[src/rtl/ctrl_seq_pkg.sv]
// Shared types and default constants for the control microsequencer.
// Contents:
//   state_e                    - sequencer state, IDLE=0 and T0..T7=1..8, 4-bit encoding
//   DefOp*                     - default IR opcodes for ld / ldi / st / addi
//   DefAluAdd                  - default ALU add code driven on alu_op in T4
package ctrl_seq_pkg;

  typedef enum logic [3:0] {
    StIdle = 4'd0,
    StT0   = 4'd1,
    StT1   = 4'd2,
    StT2   = 4'd3,
    StT3   = 4'd4,
    StT4   = 4'd5,
    StT5   = 4'd6,
    StT6   = 4'd7,
    StT7   = 4'd8
  } state_e;

  localparam logic [4:0] DefOpLd   = 5'b00000;
  localparam logic [4:0] DefOpLdi  = 5'b00001;
  localparam logic [4:0] DefOpSt   = 5'b00010;
  localparam logic [4:0] DefOpAddi = 5'b01100;
  localparam logic [4:0] DefAluAdd = 5'b00011;

endpackage

[src/rtl/mem_wait_ctr.sv]
// Memory-state wait timer for the control sequencer.
// Build option: CTRL_MEM_HANDSHAKE_EN
//   defined   - expired follows ready directly; the memory state ends on the edge that
//               samples ready high. MEM_LAT, start, Clock and clear are unused.
//   undefined - a down-counter loaded with MEM_LAT on entry to a memory state; expired
//               is high on the last of the MEM_LAT cycles. ready is unused.
// Ports:
//   Clock   in  clock, rising edge
//   clear   in  asynchronous active-low reset (counter to 0)
//   start   in  high on the cycle whose closing edge enters a memory state
//   ready   in  memory access complete (handshake build only)
//   expired out the current memory state may advance on the next edge
module mem_wait_ctr #(
  parameter int unsigned MEM_LAT = 1
) (
  input  logic Clock,
  input  logic clear,
  input  logic start,
  input  logic ready,
  output logic expired
);

`ifdef CTRL_MEM_HANDSHAKE_EN

  logic unused_inputs;
  assign unused_inputs = ^{Clock, clear, start};

  assign expired = ready;

`else

  localparam int unsigned CntW = $clog2(MEM_LAT + 1);

  logic [CntW-1:0] cnt_q, cnt_d;
  logic            unused_ready;

  assign unused_ready = ready;

  // The count is only nonzero inside a memory state, so free-running decrement to 0 is safe.
  always_comb begin
    cnt_d = cnt_q;
    if (start) begin
      cnt_d = CntW'(MEM_LAT);
    end else if (cnt_q != '0) begin
      cnt_d = cnt_q - CntW'(1);
    end
  end

  always_ff @(posedge Clock or negedge clear) begin
    if (!clear) begin
      cnt_q <= '0;
    end else begin
      cnt_q <= cnt_d;
    end
  end

  assign expired = (cnt_q == CntW'(1));

`endif

endmodule

[src/rtl/ctrl_sequencer.sv]
// Microsequencer producing per-T-state datapath strobes for instruction fetch and the
// ld / ldi / st / addi class. Strobes are a Moore decode of the registered state (and of
// ir_opcode from T3 on). Memory states (T1, T6 of ld, T7 of st) hold their strobes until
// mem_wait_ctr reports the access complete.
// Build option: CTRL_MEM_HANDSHAKE_EN selects the mem_ready handshake instead of the
// fixed MEM_LAT latency (see mem_wait_ctr).
// Ports:
//   Clock, clear           clock (rising edge) and asynchronous active-low reset
//   run                    start request, sampled in IDLE and on done
//   ir_opcode[4:0]         IR[31:27], valid from T3 onward
//   mem_ready              memory access complete (handshake build only)
//   PCout .. Cout          datapath strobes
//   alu_op[4:0]            ALU operation, ALU_ADD in T4 else 0
//   state[3:0]             current state code
//   busy / done / illegal  not idle / last T-state pulse / unsupported opcode pulse
module ctrl_sequencer
  import ctrl_seq_pkg::*;
#(
  parameter logic [4:0]  OP_LD   = DefOpLd,
  parameter logic [4:0]  OP_LDI  = DefOpLdi,
  parameter logic [4:0]  OP_ST   = DefOpSt,
  parameter logic [4:0]  OP_ADDI = DefOpAddi,
  parameter logic [4:0]  ALU_ADD = DefAluAdd,
  parameter int unsigned MEM_LAT = 1
) (
  input  logic       Clock,
  input  logic       clear,
  input  logic       run,
  input  logic [4:0] ir_opcode,
  input  logic       mem_ready,
  output logic       PCout,
  output logic       MARin,
  output logic       IncPC,
  output logic       Zin,
  output logic       Zlowout,
  output logic       PCin,
  output logic       Read,
  output logic       Write,
  output logic       MDRin,
  output logic       MDRout,
  output logic       IRin,
  output logic       Yin,
  output logic       Gra,
  output logic       Grb,
  output logic       Grc,
  output logic       Rin,
  output logic       Rout,
  output logic       BAout,
  output logic       Cout,
  output logic [4:0] alu_op,
  output logic [3:0] state,
  output logic       busy,
  output logic       done,
  output logic       illegal
);

  state_e state_q, state_d;
  logic   is_ld, is_ldi, is_st, is_addi;
  logic   expired, wait_start;

  assign is_ld   = (ir_opcode == OP_LD);
  assign is_ldi  = (ir_opcode == OP_LDI);
  assign is_st   = (ir_opcode == OP_ST);
  assign is_addi = (ir_opcode == OP_ADDI);

  function automatic logic is_mem_state(input state_e s, input logic ld, input logic st);
    return (s == StT1) || ((s == StT6) && ld) || ((s == StT7) && st);
  endfunction

  // Load the wait timer on the edge that enters a memory state.
  assign wait_start = is_mem_state(state_d, is_ld, is_st) && (state_d != state_q);

  mem_wait_ctr #(
    .MEM_LAT(MEM_LAT)
  ) u_mem_wait_ctr (
    .Clock  (Clock),
    .clear  (clear),
    .start  (wait_start),
    .ready  (mem_ready),
    .expired(expired)
  );

  always_comb begin
    state_d = state_q;
    PCout   = 1'b0;
    MARin   = 1'b0;
    IncPC   = 1'b0;
    Zin     = 1'b0;
    Zlowout = 1'b0;
    PCin    = 1'b0;
    Read    = 1'b0;
    Write   = 1'b0;
    MDRin   = 1'b0;
    MDRout  = 1'b0;
    IRin    = 1'b0;
    Yin     = 1'b0;
    Gra     = 1'b0;
    Grb     = 1'b0;
    Grc     = 1'b0;
    Rin     = 1'b0;
    Rout    = 1'b0;
    BAout   = 1'b0;
    Cout    = 1'b0;
    alu_op  = 5'd0;
    done    = 1'b0;
    illegal = 1'b0;

    unique case (state_q)
      StIdle: begin
        if (run) state_d = StT0;
      end
      StT0: begin
        PCout   = 1'b1;
        MARin   = 1'b1;
        IncPC   = 1'b1;
        Zin     = 1'b1;
        state_d = StT1;
      end
      StT1: begin
        Zlowout = 1'b1;
        PCin    = 1'b1;
        Read    = 1'b1;
        MDRin   = 1'b1;
        if (expired) state_d = StT2;
      end
      StT2: begin
        MDRout  = 1'b1;
        IRin    = 1'b1;
        state_d = StT3;
      end
      StT3: begin
        if (is_ld || is_ldi || is_st) begin
          Grb     = 1'b1;
          BAout   = 1'b1;
          Yin     = 1'b1;
          state_d = StT4;
        end else if (is_addi) begin
          Grb     = 1'b1;
          Rout    = 1'b1;
          Yin     = 1'b1;
          state_d = StT4;
        end else begin
          illegal = 1'b1;
          state_d = StIdle;
        end
      end
      StT4: begin
        Cout    = 1'b1;
        Zin     = 1'b1;
        alu_op  = ALU_ADD;
        state_d = StT5;
      end
      StT5: begin
        if (is_ld || is_st) begin
          Zlowout = 1'b1;
          MARin   = 1'b1;
          state_d = StT6;
        end else if (is_ldi || is_addi) begin
          Zlowout = 1'b1;
          Gra     = 1'b1;
          Rin     = 1'b1;
          done    = 1'b1;
        end else begin
          state_d = StIdle;
        end
      end
      StT6: begin
        if (is_ld) begin
          Read  = 1'b1;
          MDRin = 1'b1;
          if (expired) state_d = StT7;
        end else if (is_st) begin
          Gra     = 1'b1;
          Rout    = 1'b1;
          MDRin   = 1'b1;
          state_d = StT7;
        end else begin
          state_d = StIdle;
        end
      end
      StT7: begin
        if (is_ld) begin
          MDRout = 1'b1;
          Gra    = 1'b1;
          Rin    = 1'b1;
          done   = 1'b1;
        end else if (is_st) begin
          Write = 1'b1;
          // done marks only the final wait cycle so it stays a single-cycle pulse.
          done  = expired;
        end else begin
          state_d = StIdle;
        end
      end
      default: state_d = StIdle;
    endcase

    if (done) state_d = run ? StT0 : StIdle;
  end

  always_ff @(posedge Clock or negedge clear) begin
    if (!clear) begin
      state_q <= StIdle;
    end else begin
      state_q <= state_d;
    end
  end

  assign state = state_q;
  assign busy  = (state_q != StIdle);

endmodule

[config.mk]
export PLATFORM = sky130hd
export DESIGN_NAME = ctrl_sequencer
export DESIGN_NICKNAME = d
export VERILOG_FILES = /design/src/rtl/ctrl_seq_pkg.sv /design/src/rtl/mem_wait_ctr.sv /design/src/rtl/ctrl_sequencer.sv
export SDC_FILE = /design/constraint.sdc
export NUM_CORES = 1
export LEC_CHECK = 0
export CAP_MARGIN = 20
export CORE_ASPECT_RATIO = 1.1
export CORE_MARGIN = 2
export CORE_UTILIZATION = 38
export CTS_CLUSTER_SIZE = 28
export DETAILED_ROUTE_END_ITERATION = 7
export GPL_TIMING_DRIVEN = 0
export PLACE_DENSITY = 0.8
export SYNTH_ARGS = -nofsm -noshare
export SYNTH_HDL_FRONTEND = slang
export SYNTH_SLANG_ARGS = --single-unit
[constraint.sdc]
create_clock -name Clock -period 2.3 [get_ports Clock]
set_input_delay 0.46 -clock Clock [delete_from_list [all_inputs] [get_ports Clock]]
set_output_delay 0.46 -clock Clock [all_outputs]
set_load 0.01 [all_outputs]
After elaboration in Yosys (flattened, before gate mapping)
Cells that the tools add are included.
{"block": "classes", "addsub": 1, "eq_ne": 15, "muxes": 51, "n_reduce_logical": 13}
{"operator": "$mux 4", "count": 10}
{"operator": "$pmux 4 s9", "count": 1}
{"operator": "$mux 1", "count": 28}
{"operator": "$eq 4x3->1 const B", "count": 5}
{"operator": "$pmux 1 s2", "count": 8}
{"operator": "$eq 4x2->1 const B", "count": 3}
{"operator": "$eq 4x4->1 const B", "count": 2}
{"operator": "$logic_or 1x1->1", "count": 6}
{"operator": "$mux 3", "count": 2}
{"operator": "$eq 5x1->1 const B", "count": 1}
{"operator": "$eq 5x2->1 const B", "count": 1}
{"operator": "$eq 5x4->1 const B", "count": 1}
{"operator": "$logic_not 5->1", "count": 1}
{"operator": "$eq 4x1->1 const B", "count": 1}
{"operator": "$logic_not 4->1", "count": 1}
{"operator": "$ne 4x4->1", "count": 1}
{"operator": "$reduce_bool 4->1", "count": 1}
{"operator": "$logic_and 1x1->1", "count": 3}
{"operator": "$pmux 1 s3", "count": 1}
{"operator": "$mux 2", "count": 1}
{"operator": "$reduce_or 2->1", "count": 1}
{"operator": "$sub 1x1->1 const B", "count": 1}
{"block": "totals", "ff_bits": 5, "output_inout_bits": 31, "word_cells": 82}

Logic depth before layout (Yosys ltp)
Gate-level depths: netlist of run 1.
{"block": "depth", "depth_word": 12, "ltp_mapped": 9, "ltp_nobuf": 8}

Hierarchy
Synthesis of run 1 repeated with hierarchy kept, for this count alone.
{"block": "hier_totals", "cells_unflattened": 105, "area_unflattened_um2": 779.5}
{"module": "ctrl_sequencer", "instances": 1, "cells_per_inst": 104, "area_per_inst_um2": 754.5}
{"module": "mem_wait_ctr", "instances": 1, "cells_per_inst": 1, "area_per_inst_um2": 25.0}

Worst setup path after synthesis of run 1
No wires, ideal clock.
{"block": "synth_timing", "kind": "reg-to-output", "from": "reg state_q[0] (netlist: state[0])", "to": "out Gra", "t_arrival_ns": 1.424, "required_ns": 1.840, "path_slack_ns": 0.416, "stages_incl_launch_ff": 6, "path_buffers": 1, "cell_sequence": "dfrtp_1 > buf_4 > and4bb_2 > o211a_1 > o21bai_1 > nand2b_1"}
{"block": "synth_via", "elab_chain_cells": 2}
{"element": "start, declared", "line": "ctrl_sequencer.sv:57", "text": "state_e state_q, state_d;"}
{"element": "start signal, assigned", "line": "ctrl_sequencer.sv:203", "text": "state_q <= StIdle;"}
{"element": "start signal, assigned", "line": "ctrl_sequencer.sv:205", "text": "state_q <= state_d;"}
{"element": "$eq 4x4->1 or $eq 4x3->1 (tied branches)", "line": "ctrl_sequencer.sv:108", "text": "unique case (state_q)"}
{"element": "$pmux 1 s3 *", "line": "ctrl_sequencer.sv:108"}
{"element": "end, declared", "line": "ctrl_sequencer.sv:43", "text": "output logic Gra,"}
Mark *: on every way between the ends. The rest lies on a longest branch, timed or not.

Worst setup path in the final report of run 1
{"block": "layout_timing", "from": "reg state_q[1] (netlist: state[1])", "to": "out MARin"}
{"block": "layout_via", "elab_chain_cells": 2}
{"element": "$eq 4x3->1 or $eq 4x1->1 (tied branches)", "line": "ctrl_sequencer.sv:108"}
{"element": "$pmux 1 s2 *", "line": "ctrl_sequencer.sv:108"}
{"element": "end, declared", "line": "ctrl_sequencer.sv:32", "text": "output logic MARin,"}
Marked as above.

==> results of run 1 <==
state kept, by name (all words and copies together) (netlist names):
signal / cells
state: 4
u_mem_wait_ctr.expired: 1
metrics by stage:
stage | setup WS [ns] | power [µW] | TNS, ns | hold slack, ns | util (%)
6_report | 0.0812 | 966 | 0 | 0.414 | 68.8
4_1_cts | -0.0415 | 915 | -0.0415 | 0.409 | 66.7
5_1_grt | -0.00479 | 1030 | -0.00479 | 0.436 | 68.8
3_3_place_gp | -0.675 | 813 | -7.21 | 0.668 | 61.0
2_1_floorplan | 0.416 | 500 | 0 | 0.164 | -
3_5_place_dp | -0.698 | 816 | -7.65 | 0.682 | 61.0
power groups by stage:
stage | Clock [µW] | Sequential [µW] | Combinational (µW)
2_1_floorplan | 0 | 158 | 342
3_5_place_dp | 0 | 154 | 662
4_1_cts | 112 | 154 | 649
5_1_grt | 122 | 159 | 748
3_3_place_gp | 0 | 154 | 659
6_report | 107 | 156 | 703
layer usage:
layer  vias to the layer above  share of wire (%)  track usage (%)
met1                       398                 41             24.5
met5                         -                  0                0
met2                        42                 50             32.4
li1                        430                  -                -
met4                         0                2.7             11.3
met3                         7                7.1             4.81
cell usage in the layout (no fill, tap or decap), types with 3 or more instances in the layout:
| cell type | count |
|---|---|
| buf_4 | 30 |
| dlygate4sd2_1 | 13 |
| clkdlybuf4s50_1 | 10 |
| nand2_1 | 8 |
| nor2_1 | 7 |
| dfrtp_1 | 5 |
| inv_2 | 4 |
| nand3_1 | 4 |
| o21ai_0 | 4 |
| a21oi_1 | 4 |
| conb_1 | 4 |
| clkbuf_2 | 4 |
| nand3b_1 | 3 |
| inv_1 | 3 |
| clkbuf_4 | 3 |
| clkdlybuf4s15_2 | 3 |
cells in the mapped netlist, drive strengths merged:
master / number
and4b: 1
buf: 12
nor2b: 2
dfrtp: 5
and3: 2
o31ai: 2
o21ai: 5
and2: 3
conb: 1
nand3b: 3
and4bb: 2
inv: 7
a21oi: 4
o211ai: 2
nand3: 4
nand4bb: 1
a211oi: 1
nand2: 8
nor3: 2
or3: 2
nor2: 8
nor4: 2
a41oi: 1
o211a: 1
mux2i: 1
o21bai: 2
and3b: 1
a21o: 2
nor3b: 2
nand2b: 2
cell type report:
type	count	area, µm²
Buffer	12	90.1
Clock buffer	4	26.3
Fill cell	145	556
Inverter	7	26.3
Multi-Input combinational cell	70	503
Sequential cell	5	125
Tap cell	18	22.5
Timing Repair Buffer	51	433
cells by family (layout without fill, tap and decap cells):
family,count (synthesis),in the layout,synth area share [%]
other,1,4,0.527
buffers and inverters,19,74,15.6
AND/OR/NAND/NOR,45,45,41.1
AO/OA/AOI/OAI,20,20,23.7
flip-flops,5,5,17.6
multiplexers,1,1,1.41
what timing repair did:
action,in CTS,in global routing
resized for setup,44,11
pin swaps,6,7
setup endpoints to repair,18,8
setup buffers,10,7
worst min path at each step:
| stage | startpoint | end | slack, ns | cells after the start |
|---|---|---|---|---|
| floorplan | clear | state[0] | 0.16 | 0 |
| global placement | u_mem_wait_ctr.expired | state[3] | 0.67 | 2 |
| detailed placement | u_mem_wait_ctr.expired | state[3] | 0.68 | 2 |
| CTS | clear | state[2] | 0.41 | 1 |
| global route | clear | state[2] | 0.44 | 1 |
| finish | clear | state[2] | 0.41 | 1 |
==> impl_results.md, run 1 <==
- Hold-fix buffers at CTS: 0
- Final setup fails: 0
- Layout cells sized above 1: ~38%
- Synth area leader: dfrtp_1
- Hold WC Path Type: in -> async
- Synth top area cells: dfrtp_1 18%, buf_4 11%, nand2_1 4.2%
- Worst skew pair latency: 0.26 ns
- Vias in the first global route: between 800 and 900
- Area growth, synth to finish: 72.2%
- Num ports: 40
- Average cell area after synthesis: 7.82 µm²
- Crit path buf inv count: 4
- Core Box Area: ~0.0018 mm²
- Top-area cell type share of the netlist area: 17.6%
- Critical path depth: 6
- Crit path launch type: register
- Num CTS Buffers: 3
- Net Sw Frac: 43.1%
- Setup crit start: state[1]
- Final Wtd Congestion: about 0.80
- Crit Reg-Reg Endpoint: u_mem_wait_ctr.expired
- Antenna viol nets, final: 0
- First-pass GRT wire length: ~3.4 mm
- Max incr delay on CP: about 0.38 ns
- Clk pwr share: between 10% and 20%
- Initial core utilization: around two fifths
- Leakage: 0.000687 µW
- Crit-path max FO: 9
- Clock root buffer: clkbuf_4
- CTS Sinks: 5
- Via Count: 877
- Num rows: 16
- Max cap viols: 0
- Initial detailed-routing violation count: 29
- Worst vdd rail ir drop: 0.000585 V
- Final Cycle Share: a little over nine tenths
- CP Cell Sequence: buf_4 > and4bb_2 > buf_4 > buf_4 > a21o_1 > dlygate4sd2_1
- Crit path to: MARin
- Post-Synthesis Cells: 91
- DRC errors left: 0
- Sequential share of power: between 15 and 20%
- Gr usage total: 20.5%
- Port Buffer Count: 34
- Outcome: finished clean
- Reg2Reg Depth: 7
- Yosys warning total: 0
- PD cells: 787 mW/mm²
- Data arrival, critical path: roughly 1.8 ns
- Internal power: 550 µW
- Minimum clock period: 2.22 ns
- Logic gate share of total power: 72.8%
- P_sw: 416 µW
- Final non-filler cell total: 167
- Placed cell areas: between 0.001 and 0.0015 mm²
- Final Instance Area: 0.00123 mm²
- Vias per std cell: 5.25
- H-tree depth: 1
- N_diodes: 0
- Hold Fails Final Rpt: 0
- Post-synthesis sequential area ratio: 17.6%
- CTS tree: built
- Final wirelength: between 2 and 2.5 mm
- Clock transition at path regs: 0.05 ns
- Crit. End Element: primary output
- Die width: between 40 and 50 µm
- Worst r2r src: state[0]
- Setup CP Type: reg -> out
- Crit path max-delay family: buffers and inverters
- Max clock buf depth: 2
- Initial antenna violation count: 0
- Final HPWL DP: 1.50 mm
- Mean routed wirelength per cell: roughly 13 µm
- CP max stage cell: dfrtp_1
- Total grt overflow: 0
- Fin. max-slew vios: 0
- First-pass iteration count of the detailed router: 4
- Largest net degree at the start of global routing: 11
- Nets: between 150 and 200
- Seq cells post-synth: 5
- Distinct cells, synth: 37
- R2R setup slack: approximately 0.48 ns
- Dpl cells: 146
- FMAX: about 0.45 GHz
- CP most frequent cell: buf_4
- Post-synthesis instance area: a little over 700 µm²
- CP Data Required Time: 1.84 ns
- Clock skew: 0.0130 ns
- Die area: 0.00224 mm²
- Chip Height: 49.4 µm
Power figures use the tool's default switching activity.
==> run 2, diff against run 1 <==
- CELL_PAD_IN_SITES_DETAIL_PLACEMENT: default -> 1
- CELL_PAD_IN_SITES_GLOBAL_PLACEMENT: default -> 1
- CORE_UTILIZATION: 38 -> 23
- PLACE_DENSITY: 0.8 -> default
- PLACE_DENSITY_LB_ADDON: default -> 0.1
- clock period: 2.3 -> 1.9 ns (I/O delays scaled with it)
==> run 2 against run 1 <==
Against the previous run:
- the flow now finishes with violations (setup timing)
- critical path depth unchanged
- clock power increased by 19%
- combinational power increased by 76%
- design area increased by 23%
- critical endpoint is now Gra
- largest cell class unchanged
- highest routed layer unchanged
==> impl_results.md, run 2 (synthesis gave the netlist of run 1 again) <==
- Die area: 0.00356 mm²
- First-pass iteration count of the detailed router: 4
- Most frequent cells in the layout: 46 x buf_4, 13 x buf_6, 10 x buf_2
- DRC errors left: 0
- Antenna viol nets, final: 0
- Internal power: 915 µW
- Setup CP Type: reg -> out
- Final Cycle Share: 108%
- Final worst setup slack: -0.144 ns
- Unrepaired setup endpoints after global routing: yes
- Largest net degree at the start of global routing: 11
- Hold WC Path Type: in -> async
- Crit Reg-Reg Endpoint: u_mem_wait_ctr.expired
- Outcome: complete, but fails checks
- Initial core utilization: 23.8%
- Nets: 181
- Num rows: 21
- First-pass GRT wire length: 4.57 mm
- Crit path to: Gra
- Crit path launch type: register
- Num CTS Buffers: 3
- Crit-path max FO: 8
- Area of the multi-input gates: roughly 580 µm²
- Commonest non-fill, non-tap cell in the layout: buf_4
- Chip Height: slightly above 60 µm
- Final setup fails: 14
- Violated checks: setup timing
- Pwr Total: 1580 µW
- Initial antenna violation count: 0
- Max clock buf depth: 2
- Reg2Reg Depth: 9
- Initial detailed-routing violation count: 18
- Fillers: 380
- CP Data Required Time: 1.52 ns
- Clk pwr share: under 10%
- P_sw: roughly 670 µW
- Num ports: 40
- Crit. End Element: primary output
- Leakage: 0.000798 µW
- Core Box Area: 0.00300 mm²
- Logic gate share of total power: 78.6%
- Gr usage total: 16.2%
- PD cells: 1050 mW/mm²
- Setup crit start: state[0]
- Final Wtd Congestion: between 0.7 and 0.8
- Data arrival, critical path: 1.66 ns
- Worst r2r src: state[0]
- Final Util: around 50%
- Area growth, synth to finish: 112%
- Final wirelength: 3.21 mm
- Mean routed wirelength per cell: ~16 µm
- Net Sw Frac: between 40% and 50%
- Worst vdd rail ir drop: around 0.00057 V
- FMAX: approximately 0.49 GHz
- Vias in the first global route: between 900 and 1000
- Die width: 57.0 µm
- Layout cells sized above 1: 62.6%
- Minimum clock period: 2.04 ns
- N_diodes: 0
- CTS tree: built
- Clock root buffer: clkbuf_4
- Final HPWL DP: 1.75 mm
- Total grt overflow: 0
- Sequential share of power: 13.4%
- Hold-fix buffers at CTS: 0
- TNS Setup: -0.770 ns
- Reg area: between 100 and 150 µm²
- Worst skew pair latency: 0.24 ns
- Hold Fails Final Rpt: 0
- R2R setup slack: -0.04 ns
- Max incr delay on CP: 0.39 ns
- Via Count: 987
- CTS Sinks: 5
- Vias per std cell: about 4.8
- H-tree depth: 1
- Max cap viols: 0
- Max reg flops: 4
- Fin. max-slew vios: 0
- Clock transition at path regs: approximately 0.050 ns
- CP Cell Sequence: buf_6 > and4bb_2 > o211a_1 > o21bai_4 > nand2b_4 > buf_6
- Clock skew: 0.000828 ns
- CP most frequent cell: buf_6
- Port Buffer Count: 34
- CP max stage cell: dfrtp_1
- DP Worst Slack: -1.01 ns
run 2: changes by cell type in the layout (fill, tap and decap cells not counted), sizes merged:
cell	before	now
clkdlybuf4s50	10	6
dlygate4sd2	13	2
clkdlybuf4s15	3	5
buf	31	69
clkbuf	8	5
run 2: area by class of cell:
class	instances	area share [%]
clock buffer	4	1.74
buffer	11	6.22
sequential	5	8.46
timing repair buffer	74	40.4
tap	34	2.82
multi-input combinational	70	38.4
inverter	7	1.91
run 2: per-stage QoR:
stage,cells,cell area (µm²),hold WS (ns)
after floorplan,94,723,0.0844
after global placement,162,1110,0.605
after detailed placement,162,1110,0.617
after CTS,192,1380,0.354
after global routing,205,1510,0.363
final,205,1510,0.356
run 2: critical path: cells and delay by family, from the launching register on:
kind | cells | cell delay (ns)
and+or+nand+nor | 2 | 0.46
DFF | 1 | 0.39
AOI/OAI and AO/OA | 2 | 0.32
buffers and inverters | 2 | 0.24
run 2: worst min-delay path by stage:
stage / cells past startpoint / start / slack (ns) / end
global route: 1 / clear / 0.36 / state[3]
detailed placement: 1 / clear / 0.62 / state[0]
CTS: 1 / clear / 0.35 / state[1]
floorplan: 0 / clear / 0.08 / state[0]
global placement: 1 / clear / 0.61 / state[0]
finish: 1 / clear / 0.36 / state[1]
run 2: what timing repair did:
item,4_1_cts,5_1_grt
endpoints found under the hold margin,0,0
pin swaps,17,7
buffers inserted,28,14
endpoints found under the setup margin,27,23
gates resized for setup,115,25
run 2: power groups by stage:
stage,logic (µW),registers (µW),clock network [µW]
after floorplan,414,191,0
after global placement,819,189,0
after detailed placement,818,189,0
after CTS,1010,219,129
after global routing,1320,218,140
final,1240,211,127
run 2: per-layer routing:
layer / global-route usage, % / share of wire [%] / routed length [µm]
met1: 20.7 / 43 / 1400
met2: 27.3 / 50 / 1620
met3: 2.29 / 3.9 / 124
met4: 5.81 / 2.3 / 74
met5: 0 / 0 / 0
==> run 3, diff against run 2 <==
- SLEW_MARGIN: default -> 20
==> results of run 3 <==
No change in the layout: final DEF, timing and power equal those of run 2.
